<file path="src/rtl/sys_ctrl_pkg.sv">
// Shared definitions for the register-file command controller: default
// command codes, FSM state encoding and timeout counter sizing.
package sys_ctrl_pkg;

  localparam logic [7:0]  WR_CMD_DEF     = 8'hAA;
  localparam logic [7:0]  RD_CMD_DEF     = 8'hBB;
  localparam int unsigned TMO_CYCLES_DEF = 1024;
  localparam int unsigned TMO_CNT_W      = $clog2(TMO_CYCLES_DEF);

  localparam logic [2:0] ST_IDLE    = 3'd0;
  localparam logic [2:0] ST_WR_ADDR = 3'd1;
  localparam logic [2:0] ST_WR_DATA = 3'd2;
  localparam logic [2:0] ST_RD_ADDR = 3'd3;
  localparam logic [2:0] ST_RD_WAIT = 3'd4;
  localparam logic [2:0] ST_TX_HOLD = 3'd5;

  typedef enum logic [2:0] {
    S_IDLE    = ST_IDLE,
    S_WR_ADDR = ST_WR_ADDR,
    S_WR_DATA = ST_WR_DATA,
    S_RD_ADDR = ST_RD_ADDR,
    S_RD_WAIT = ST_RD_WAIT,
    S_TX_HOLD = ST_TX_HOLD
  } sc_state_e;

  // Counter width for a given timeout; never narrower than one bit.
  function automatic int unsigned tmo_cnt_w(input int unsigned tmo);
    return (tmo < 2) ? 1 : $clog2(tmo);
  endfunction

endpackage

</file>
<file path="src/rtl/sys_ctrl_rf_if.sv">
// Bundle of UART RX/TX and register-file port signals seen by the
// command controller (slave) and its environment (master).
interface sys_ctrl_rf_if #(
  parameter int WIDTH = 8
);
  logic [WIDTH-1:0] RX_P_DATA;
  logic             RX_D_VLD;
  logic [WIDTH-1:0] RF_RdData;
  logic             RF_Rd_Data_Valid;
  logic             TX_BUSY;
  logic [WIDTH-1:0] RF_Addr;
  logic [WIDTH-1:0] RF_WrData;
  logic             RF_Wr_en;
  logic             RF_Rd_en;
  logic [WIDTH-1:0] TX_P_DATA;
  logic             TX_D_VLD;
  logic             CMD_ERR;
  logic [2:0]       state_dbg;

  // TX handshake: TX_D_VLD is the request and !TX_BUSY the ready; a byte moves
  // in a cycle with TX_D_VLD=1 and TX_BUSY=0, and TX_P_DATA is stable until then.
  modport master (
    output RX_P_DATA, RX_D_VLD, RF_RdData, RF_Rd_Data_Valid, TX_BUSY,
    input  RF_Addr, RF_WrData, RF_Wr_en, RF_Rd_en, TX_P_DATA, TX_D_VLD,
           CMD_ERR, state_dbg
  );

  modport slave (
    input  RX_P_DATA, RX_D_VLD, RF_RdData, RF_Rd_Data_Valid, TX_BUSY,
    output RF_Addr, RF_WrData, RF_Wr_en, RF_Rd_en, TX_P_DATA, TX_D_VLD,
           CMD_ERR, state_dbg
  );
endinterface

</file>
<file path="src/rtl/sys_ctrl_frame_timer.sv">
// Inter-byte watchdog: counts idle cycles while enabled and pulses expire
// on the TMO_CYCLES-th consecutive cycle without a clear.
module sys_ctrl_frame_timer
  import sys_ctrl_pkg::*;
#(
  parameter int unsigned TMO_CYCLES = TMO_CYCLES_DEF
) (
  input  logic clk,
  input  logic rst_n,
  input  logic clear,
  input  logic enable,
  output logic expire
);

  localparam int unsigned    CW   = tmo_cnt_w(TMO_CYCLES);
  localparam logic [CW-1:0]  LAST = CW'(TMO_CYCLES - 1);

  logic [CW-1:0] cnt_q, cnt_d;

  // A clear in the expiry cycle suppresses the pulse: the arriving byte wins.
  always_comb begin
    expire = enable && !clear && (cnt_q == LAST);
    cnt_d  = cnt_q + CW'(1);
    if (clear || !enable || expire) begin
      cnt_d = '0;
    end
  end

  always_ff @(posedge clk or negedge rst_n) begin
    if (!rst_n) begin
      cnt_q <= '0;
    end else begin
      cnt_q <= cnt_d;
    end
  end

endmodule

</file>
<file path="src/rtl/sys_ctrl_rf.sv">
// UART frame parser driving the register-file port: AA/addr/data writes,
// BB/addr reads whose answer is handed to the UART transmitter.
module sys_ctrl_rf
  import sys_ctrl_pkg::*;
#(
  parameter int                  WIDTH      = 8,
  parameter logic [WIDTH-1:0]    WR_CMD     = WIDTH'(WR_CMD_DEF),
  parameter logic [WIDTH-1:0]    RD_CMD     = WIDTH'(RD_CMD_DEF),
  parameter int unsigned         TMO_CYCLES = TMO_CYCLES_DEF
) (
  input  logic          SC_CLK,
  input  logic          SC_RST,
  sys_ctrl_rf_if.slave  bus
);

  sc_state_e        state_q, state_d;
  logic [WIDTH-1:0] wr_addr_q, wr_addr_d;
  logic [WIDTH-1:0] addr_q, addr_d;
  logic [WIDTH-1:0] wdata_q, wdata_d;
  logic [WIDTH-1:0] txd_q, txd_d;
  logic             wr_en_q, wr_en_d;
  logic             rd_en_q, rd_en_d;
  logic             txv_q, txv_d;
  logic             err_q, err_d;
  logic             tmr_en, tmr_exp;

  assign tmr_en = (state_q == S_WR_ADDR) || (state_q == S_WR_DATA) ||
                  (state_q == S_RD_ADDR);

  sys_ctrl_frame_timer #(
    .TMO_CYCLES (TMO_CYCLES)
  ) u_frame_timer (
    .clk    (SC_CLK),
    .rst_n  (SC_RST),
    .clear  (bus.RX_D_VLD),
    .enable (tmr_en),
    .expire (tmr_exp)
  );

  always_comb begin
    state_d   = state_q;
    wr_addr_d = wr_addr_q;
    addr_d    = addr_q;
    wdata_d   = wdata_q;
    txd_d     = txd_q;
    txv_d     = txv_q;
    wr_en_d   = 1'b0;
    rd_en_d   = 1'b0;
    err_d     = 1'b0;
    case (state_q)
      S_IDLE: begin
        if (bus.RX_D_VLD) begin
          if (bus.RX_P_DATA == WR_CMD)      state_d = S_WR_ADDR;
          else if (bus.RX_P_DATA == RD_CMD) state_d = S_RD_ADDR;
          else                              err_d   = 1'b1;
        end
      end
      S_WR_ADDR: begin
        if (bus.RX_D_VLD) begin
          wr_addr_d = bus.RX_P_DATA;
          state_d   = S_WR_DATA;
        end else if (tmr_exp) begin
          err_d   = 1'b1;
          state_d = S_IDLE;
        end
      end
      S_WR_DATA: begin
        if (bus.RX_D_VLD) begin
          addr_d  = wr_addr_q;
          wdata_d = bus.RX_P_DATA;
          wr_en_d = 1'b1;
          state_d = S_IDLE;
        end else if (tmr_exp) begin
          err_d   = 1'b1;
          state_d = S_IDLE;
        end
      end
      S_RD_ADDR: begin
        if (bus.RX_D_VLD) begin
          addr_d  = bus.RX_P_DATA;
          rd_en_d = 1'b1;
          state_d = S_RD_WAIT;
        end else if (tmr_exp) begin
          err_d   = 1'b1;
          state_d = S_IDLE;
        end
      end
      // Bytes arriving while a read answer is outstanding are overruns.
      S_RD_WAIT: begin
        err_d = bus.RX_D_VLD;
        if (bus.RF_Rd_Data_Valid) begin
          txd_d   = bus.RF_RdData;
          txv_d   = 1'b1;
          state_d = S_TX_HOLD;
        end
      end
      S_TX_HOLD: begin
        err_d = bus.RX_D_VLD;
        if (txv_q && !bus.TX_BUSY) begin
          txv_d   = 1'b0;
          state_d = S_IDLE;
        end
      end
      default: begin
        txv_d   = 1'b0;
        state_d = S_IDLE;
      end
    endcase
  end

  always_ff @(posedge SC_CLK or negedge SC_RST) begin
    if (!SC_RST) begin
      state_q   <= S_IDLE;
      wr_addr_q <= '0;
      addr_q    <= '0;
      wdata_q   <= '0;
      txd_q     <= '0;
      txv_q     <= 1'b0;
      wr_en_q   <= 1'b0;
      rd_en_q   <= 1'b0;
      err_q     <= 1'b0;
    end else begin
      state_q   <= state_d;
      wr_addr_q <= wr_addr_d;
      addr_q    <= addr_d;
      wdata_q   <= wdata_d;
      txd_q     <= txd_d;
      txv_q     <= txv_d;
      wr_en_q   <= wr_en_d;
      rd_en_q   <= rd_en_d;
      err_q     <= err_d;
    end
  end

  assign bus.RF_Addr   = addr_q;
  assign bus.RF_WrData = wdata_q;
  assign bus.RF_Wr_en  = wr_en_q;
  assign bus.RF_Rd_en  = rd_en_q;
  assign bus.TX_P_DATA = txd_q;
  assign bus.TX_D_VLD  = txv_q;
  assign bus.CMD_ERR   = err_q;
  assign bus.state_dbg = state_q;

endmodule

</file>
<file path="src/flat_wrapper.sv">
// flat-port wrapper written by rule: the top's interface ports become plain ports
module sys_ctrl_rf_flat import sys_ctrl_pkg::*;
#(
  parameter int                  WIDTH      = 8,
  parameter logic [WIDTH-1:0]    WR_CMD     = WIDTH'(WR_CMD_DEF),
  parameter logic [WIDTH-1:0]    RD_CMD     = WIDTH'(RD_CMD_DEF),
  parameter int unsigned         TMO_CYCLES = TMO_CYCLES_DEF
)
  (SC_CLK, SC_RST, bus_RX_P_DATA, bus_RX_D_VLD, bus_RF_RdData, bus_RF_Rd_Data_Valid, bus_TX_BUSY, bus_RF_Addr, bus_RF_WrData, bus_RF_Wr_en, bus_RF_Rd_en, bus_TX_P_DATA, bus_TX_D_VLD, bus_CMD_ERR, bus_state_dbg);
  sys_ctrl_rf_if #(.WIDTH(WIDTH)) bus_i ();
  input  logic SC_CLK;
  input  logic SC_RST;
  input wire logic [$bits(bus_i.RX_P_DATA)-1:0] bus_RX_P_DATA;
  input wire logic [$bits(bus_i.RX_D_VLD)-1:0] bus_RX_D_VLD;
  input wire logic [$bits(bus_i.RF_RdData)-1:0] bus_RF_RdData;
  input wire logic [$bits(bus_i.RF_Rd_Data_Valid)-1:0] bus_RF_Rd_Data_Valid;
  input wire logic [$bits(bus_i.TX_BUSY)-1:0] bus_TX_BUSY;
  output wire logic [$bits(bus_i.RF_Addr)-1:0] bus_RF_Addr;
  output wire logic [$bits(bus_i.RF_WrData)-1:0] bus_RF_WrData;
  output wire logic [$bits(bus_i.RF_Wr_en)-1:0] bus_RF_Wr_en;
  output wire logic [$bits(bus_i.RF_Rd_en)-1:0] bus_RF_Rd_en;
  output wire logic [$bits(bus_i.TX_P_DATA)-1:0] bus_TX_P_DATA;
  output wire logic [$bits(bus_i.TX_D_VLD)-1:0] bus_TX_D_VLD;
  output wire logic [$bits(bus_i.CMD_ERR)-1:0] bus_CMD_ERR;
  output wire logic [$bits(bus_i.state_dbg)-1:0] bus_state_dbg;
  assign bus_i.RX_P_DATA = bus_RX_P_DATA;
  assign bus_i.RX_D_VLD = bus_RX_D_VLD;
  assign bus_i.RF_RdData = bus_RF_RdData;
  assign bus_i.RF_Rd_Data_Valid = bus_RF_Rd_Data_Valid;
  assign bus_i.TX_BUSY = bus_TX_BUSY;
  assign bus_RF_Addr = bus_i.RF_Addr;
  assign bus_RF_WrData = bus_i.RF_WrData;
  assign bus_RF_Wr_en = bus_i.RF_Wr_en;
  assign bus_RF_Rd_en = bus_i.RF_Rd_en;
  assign bus_TX_P_DATA = bus_i.TX_P_DATA;
  assign bus_TX_D_VLD = bus_i.TX_D_VLD;
  assign bus_CMD_ERR = bus_i.CMD_ERR;
  assign bus_state_dbg = bus_i.state_dbg;
  sys_ctrl_rf #(.WIDTH(WIDTH), .WR_CMD(WR_CMD), .RD_CMD(RD_CMD), .TMO_CYCLES(TMO_CYCLES)) u_core (.SC_CLK(SC_CLK), .SC_RST(SC_RST), .bus(bus_i));
endmodule
</file>
<file path="config.mk">
export PLATFORM = sky130hd
export DESIGN_NAME = sys_ctrl_rf_flat
export DESIGN_NICKNAME = d
export VERILOG_FILES = /design/src/rtl/sys_ctrl_pkg.sv /design/src/rtl/sys_ctrl_rf_if.sv /design/src/rtl/sys_ctrl_frame_timer.sv /design/src/rtl/sys_ctrl_rf.sv /design/src/flat_wrapper.sv
export SDC_FILE = /design/constraint.sdc
export NUM_CORES = 1
export LEC_CHECK = 0
export BUFFER_PORTS_ARGS = -buffer_cell sky130_fd_sc_hd__buf_2
export CAP_MARGIN = 20
export CORE_UTILIZATION = 25
export CTS_BUF_LIST = sky130_fd_sc_hd__clkbuf_4
export DETAILED_ROUTE_END_ITERATION = 7
export PLACE_DENSITY = 0.41
export SYNTH_ARGS = -nofsm -noshare
export SYNTH_HDL_FRONTEND = slang
export SYNTH_SLANG_ARGS = --single-unit
</file>
<file path="constraint.sdc">
create_clock -name SC_CLK -period 1.5 [get_ports SC_CLK]
set_input_delay 0.075 -clock SC_CLK [delete_from_list [all_inputs] [get_ports SC_CLK]]
set_output_delay 0.075 -clock SC_CLK [all_outputs]
set_load 0.05 [all_outputs]
</file>
==> results.txt <==
The number of search-and-repair iterations in the first detailed-routing pass came out at 4. The core region is around 8200 um^2. The remaining antenna violation count after routing is 0. The area growth from synthesis to layout came out at 33.22%. The remaining global-route overflow came out at 0. The endpoint kind of the worst setup timing path is a register. The worst hold path belongs to the class in2reg. The leakage component of the power is 1.390 nW.

In the finished design, the share of the clock period the worst path needs comes to 0.9515. The setup total negative slack came out at 0 ns. Counting the buffers created by CTS gives 5.

The slew at the pin with the worst max-slew slack is about 0.48 ns. The tool flagged a number of max-cap violations equal to 0. The sequential fraction of the synthesis area is 0.5782. The worst register-to-register path begins at u_core.bus.state_dbg[1]$_DFFE_PN0P_.

The clock net sink count came out at 49. At the end of routability-driven placement, the weighted congestion stood at 0.7049. Tracing the worst setup path back leads to its startpoint at u_core.bus.state_dbg[1]$_DFFE_PN0P_.

The deepest level of the CTS H-tree came out at 2. The reg2reg setup slack is 0.07 ns. When the netlist entered floorplanning its net count stood at 190.

STA puts the critical path data arrival time at ~1.7 ns. On the final layout, the worst clock skew is 0.01895 ns. Together, buffers and inverters on the worst path number 2.

The maximum clock rate came out at 700.6 MHz. The cell area that synthesis handed to floorplanning was approximately 2100 um^2. The gate count of the mapped netlist came out at between 150 and 200. The worst register-to-register path ends at u_core.wr_addr_q[2]$_DFFE_PN0P_. The number of antenna violations at the first check in global routing is 0.

The number of synthesized flops with an enable pin came out at 0. The minimum clock period came out at about 1.4 ns. In the post-synthesis netlist, the biggest area contributors are sky130_fd_sc_hd__dfrtp_1 58%, sky130_fd_sc_hd__mux2_2 12%, sky130_fd_sc_hd__mux2i_1 3.8%. During I/O placement, the number of pins put on the boundary was 52. In this run the most critical hold path is launched from bus_RX_P_DATA[0]. The largest net degree at the start of global routing is 31. Setup repair after global routing left no endpoint under its margin. The number of synthesized register bits is 49. The async set-reset flop share out of synthesis is 1.000. After floorplanning, the core was divided into 33 placement rows. Walking the worst path, the cells encountered are inv_1 -> nand2_1 -> nor3_4 -> buf_12 -> mux2_2. The ratio of cells with drive above 1 in the final layout came out at 0.4163. Input and output buffers added on the ports amount to 51. The first-pass GRT wire length came out at around 7.9 mm.

STA classifies the critical path startpoint as a register. The path with the worst hold slack has its endpoint at u_core.wr_addr_q[0]$_DFFE_PN0P_. The detailed-route wire length per cell came out at 13.48 um. The buffer levels on the longest clock path is 2. In the global route stage, overall resource usage came out at 0.1167.

In the routed layout, each cell is associated on average with a via count of 4.294. The cell family contributing the most delay on the critical path is flip-flops. The x dimension of the die came out at 94.11 um. In the synthesized netlist, the cells that appear most often are 49 x sky130_fd_sc_hd__dfrtp_1, 23 x sky130_fd_sc_hd__mux2_2, 14 x sky130_fd_sc_hd__nor2_1. After synthesis, the netlist uses 37 different library cells. The maximum vdd drop came out at 0.0003788 V. The cell sitting at the root of the clock tree is a sky130_fd_sc_hd__clkbuf_4.

The depth of the most critical reg-to-reg path is 5. Counting instances, the worst hold path has a depth of 2. The relative max-transition margin came out at 0.6825.

The mean cell area of the mapped netlist came out at approximately 13 um^2. The max-slew violation count is 0. The via count of the first global-routing pass came out at 1540. The delay of the slowest cell on the worst path came out at 0.47 ns.

Across all layers, the routed design uses 1503 vias. The CTS tree is done. The final cell count without fillers came out at between 300 and 400.

The biggest area contributor in the post-synthesis netlist is sky130_fd_sc_hd__dfrtp_1. The die outline height is between 90 and 100 um. Detailed placement ended at an HPWL of 3.322 mm. In the post-synthesis netlist, the cell with the most instances is sky130_fd_sc_hd__dfrtp_1.

Power spread over the standard cell area amounts to roughly 940 nW/um^2. The number of nets in the final layout is 266. For this run, the leading register cell type out of synthesis is sky130_fd_sc_hd__dfrtp_1. The run finished with clean final reports. For this run, the number of Yosys warnings is 0. The required time of the worst setup path is 1.75 ns. In the routed design, unresolved DRC markers number 0. The final layout contains routed wiring with a total length of ~4.7 mm. The CTS clock-pin slew for the worst setup and hold paths came out at roughly 0.15 ns. The peak fanout along the critical path is 8.

The initial cell density of the core is 0.2581. The largest individual stage delay along the critical path comes from the cell sky130_fd_sc_hd__dfrtp_2. The number of setup violations in the final report is 0. The top-area cell type share of the netlist area came out at 0.5782. The clock latency reported for the late side of the worst-skew pair is 0.36 ns. The cell count after placement is 327.

The floorplan step defined a die boundary enclosing about 8900 um^2. The final number of hold-violating endpoints is 0. The antenna diode instance count is 0. For this block, the initial DRC count from the detailed router was 60. The worst setup path is of the reg2reg kind.

The post-CTS setup buffer count is 0.
## final cells by class
| cell class | instances | area, um^2 |
|---|---|---|
| repair buffers | 75 | 510.5 |
| multi-input cells | 109 | 854.6 |
| inverters | 4 | 20.02 |
| well taps | 105 | 131.4 |
| fillers | 833 | 5391 |
| clock inverters | 2 | 33.78 |
| clock buffers | 6 | 45.04 |
| flip-flops and latches | 49 | 1230 |
## through the flow
stage | setup WS (ns) | total power [W] | cell area, um^2 | util | hold slack [ns]
detailed placement | 0.08276 | 0.001880 | 2594 | 0.3157 | 0.07205
global placement | 0.07801 | 0.001879 | 2594 | 0.3157 | 0.07499
global route | 0.004084 | 0.002799 | 2825 | 0.3438 | 0.0009098
finish | 0.07273 | 0.002667 | 2825 | 0.3438 | 0.01130
CTS | 0.07039 | 0.002710 | 2823 | 0.3435 | 0.001193
floorplan | -0.05095 | 0.001727 | 2151 | - | -0.2206
## state kept, by name (all words and copies together), names as in the netlist, 3 cells and up
signal and cells:
u_core.wr_addr_q 8, u_core.bus.TX_P_DATA 8, u_core.u_frame_timer.cnt_q 10, u_core.bus.RF_Addr 8, u_core.bus.state_dbg 3, u_core.bus.RF_WrData 8
## power by group
| part | switching (W) | internal [W] | leakage, nW |
|---|---|---|---|
| clock network | 0.000425 | 0.000366 | 0.0433 |
| logic | 0.000286 | 0.000156 | 0.682 |
| registers | 0.0000390 | 0.00139 | 0.665 |
## layer usage
layer,global-route usage,wire length (um),up-vias,share of wire
met2,0.1819,2248,31,0.48
met4,0.03462,22,0,0.0047
met5,0,0,-,0
li1,-,-,741,-
met1,0.1584,2270,729,0.48
met3,0.02994,178,2,0.038
## kinds of logic (layout without fill, tap and decap cells)
| family | after synthesis | after routing | share of synthesized area |
|---|---|---|---|
| adder cells (fa/ha/maj) | 1 | 1 | 0.005899 |
| AO/OA/AOI/OAI | 22 | 22 | 0.06077 |
| flip-flops | 49 | 49 | 0.5782 |
| AND/OR/NAND/NOR | 46 | 46 | 0.1304 |
| XOR/XNOR | 8 | 8 | 0.03304 |
| multiplexers | 32 | 32 | 0.1652 |
| buffers and inverters | 10 | 87 | 0.02655 |
## placed cells by master, fill, tap and decap left out, types with 6 or more instances in the layout
cell,netlist,layout
sky130_fd_sc_hd__buf_2,4,51
sky130_fd_sc_hd__buf_4,1,6
sky130_fd_sc_hd__clkbuf_4,0,6
sky130_fd_sc_hd__dfrtp_1,49,46
sky130_fd_sc_hd__dlygate4sd3_1,0,15
sky130_fd_sc_hd__mux2_2,23,22
sky130_fd_sc_hd__mux2i_1,8,8
sky130_fd_sc_hd__nand2_1,12,12
sky130_fd_sc_hd__nor2_1,14,13
sky130_fd_sc_hd__o21ai_0,10,10
sky130_fd_sc_hd__xor2_1,6,6
## how the worst max path moves through the flow
stage | to | slack, ns | cells after the start
after floorplan | u_core.bus.RF_WrData[0]$_DFFE_PN0P_ | -0.05 | 5
after global placement | u_core.bus.TX_P_DATA[4]$_DFFE_PN0P_ | 0.08 | 4
after detailed placement | u_core.bus.RF_WrData[1]$_DFFE_PN0P_ | 0.08 | 4
after CTS | u_core.bus.TX_P_DATA[0]$_DFFE_PN0P_ | 0.07 | 4
after global routing | u_core.wr_addr_q[2]$_DFFE_PN0P_ | 0.004 | 5
final | u_core.wr_addr_q[2]$_DFFE_PN0P_ | 0.07 | 5
## repair_timing
item                       4_1_cts  5_1_grt
hold endpoints to repair        39        0
setup endpoints to repair        0        8
gates resized for setup          0        1
hold buffers                    15        0
## worst reg2reg max path: stages, from the launching register on
cell                      delay [ns]
sky130_fd_sc_hd__dfrtp_2        0.47
sky130_fd_sc_hd__inv_1          0.09
sky130_fd_sc_hd__nand2_1        0.12
sky130_fd_sc_hd__nor3_4         0.17
sky130_fd_sc_hd__buf_12         0.15
sky130_fd_sc_hd__mux2_2         0.33
Note: power is estimated with default switching activity, not from simulation.
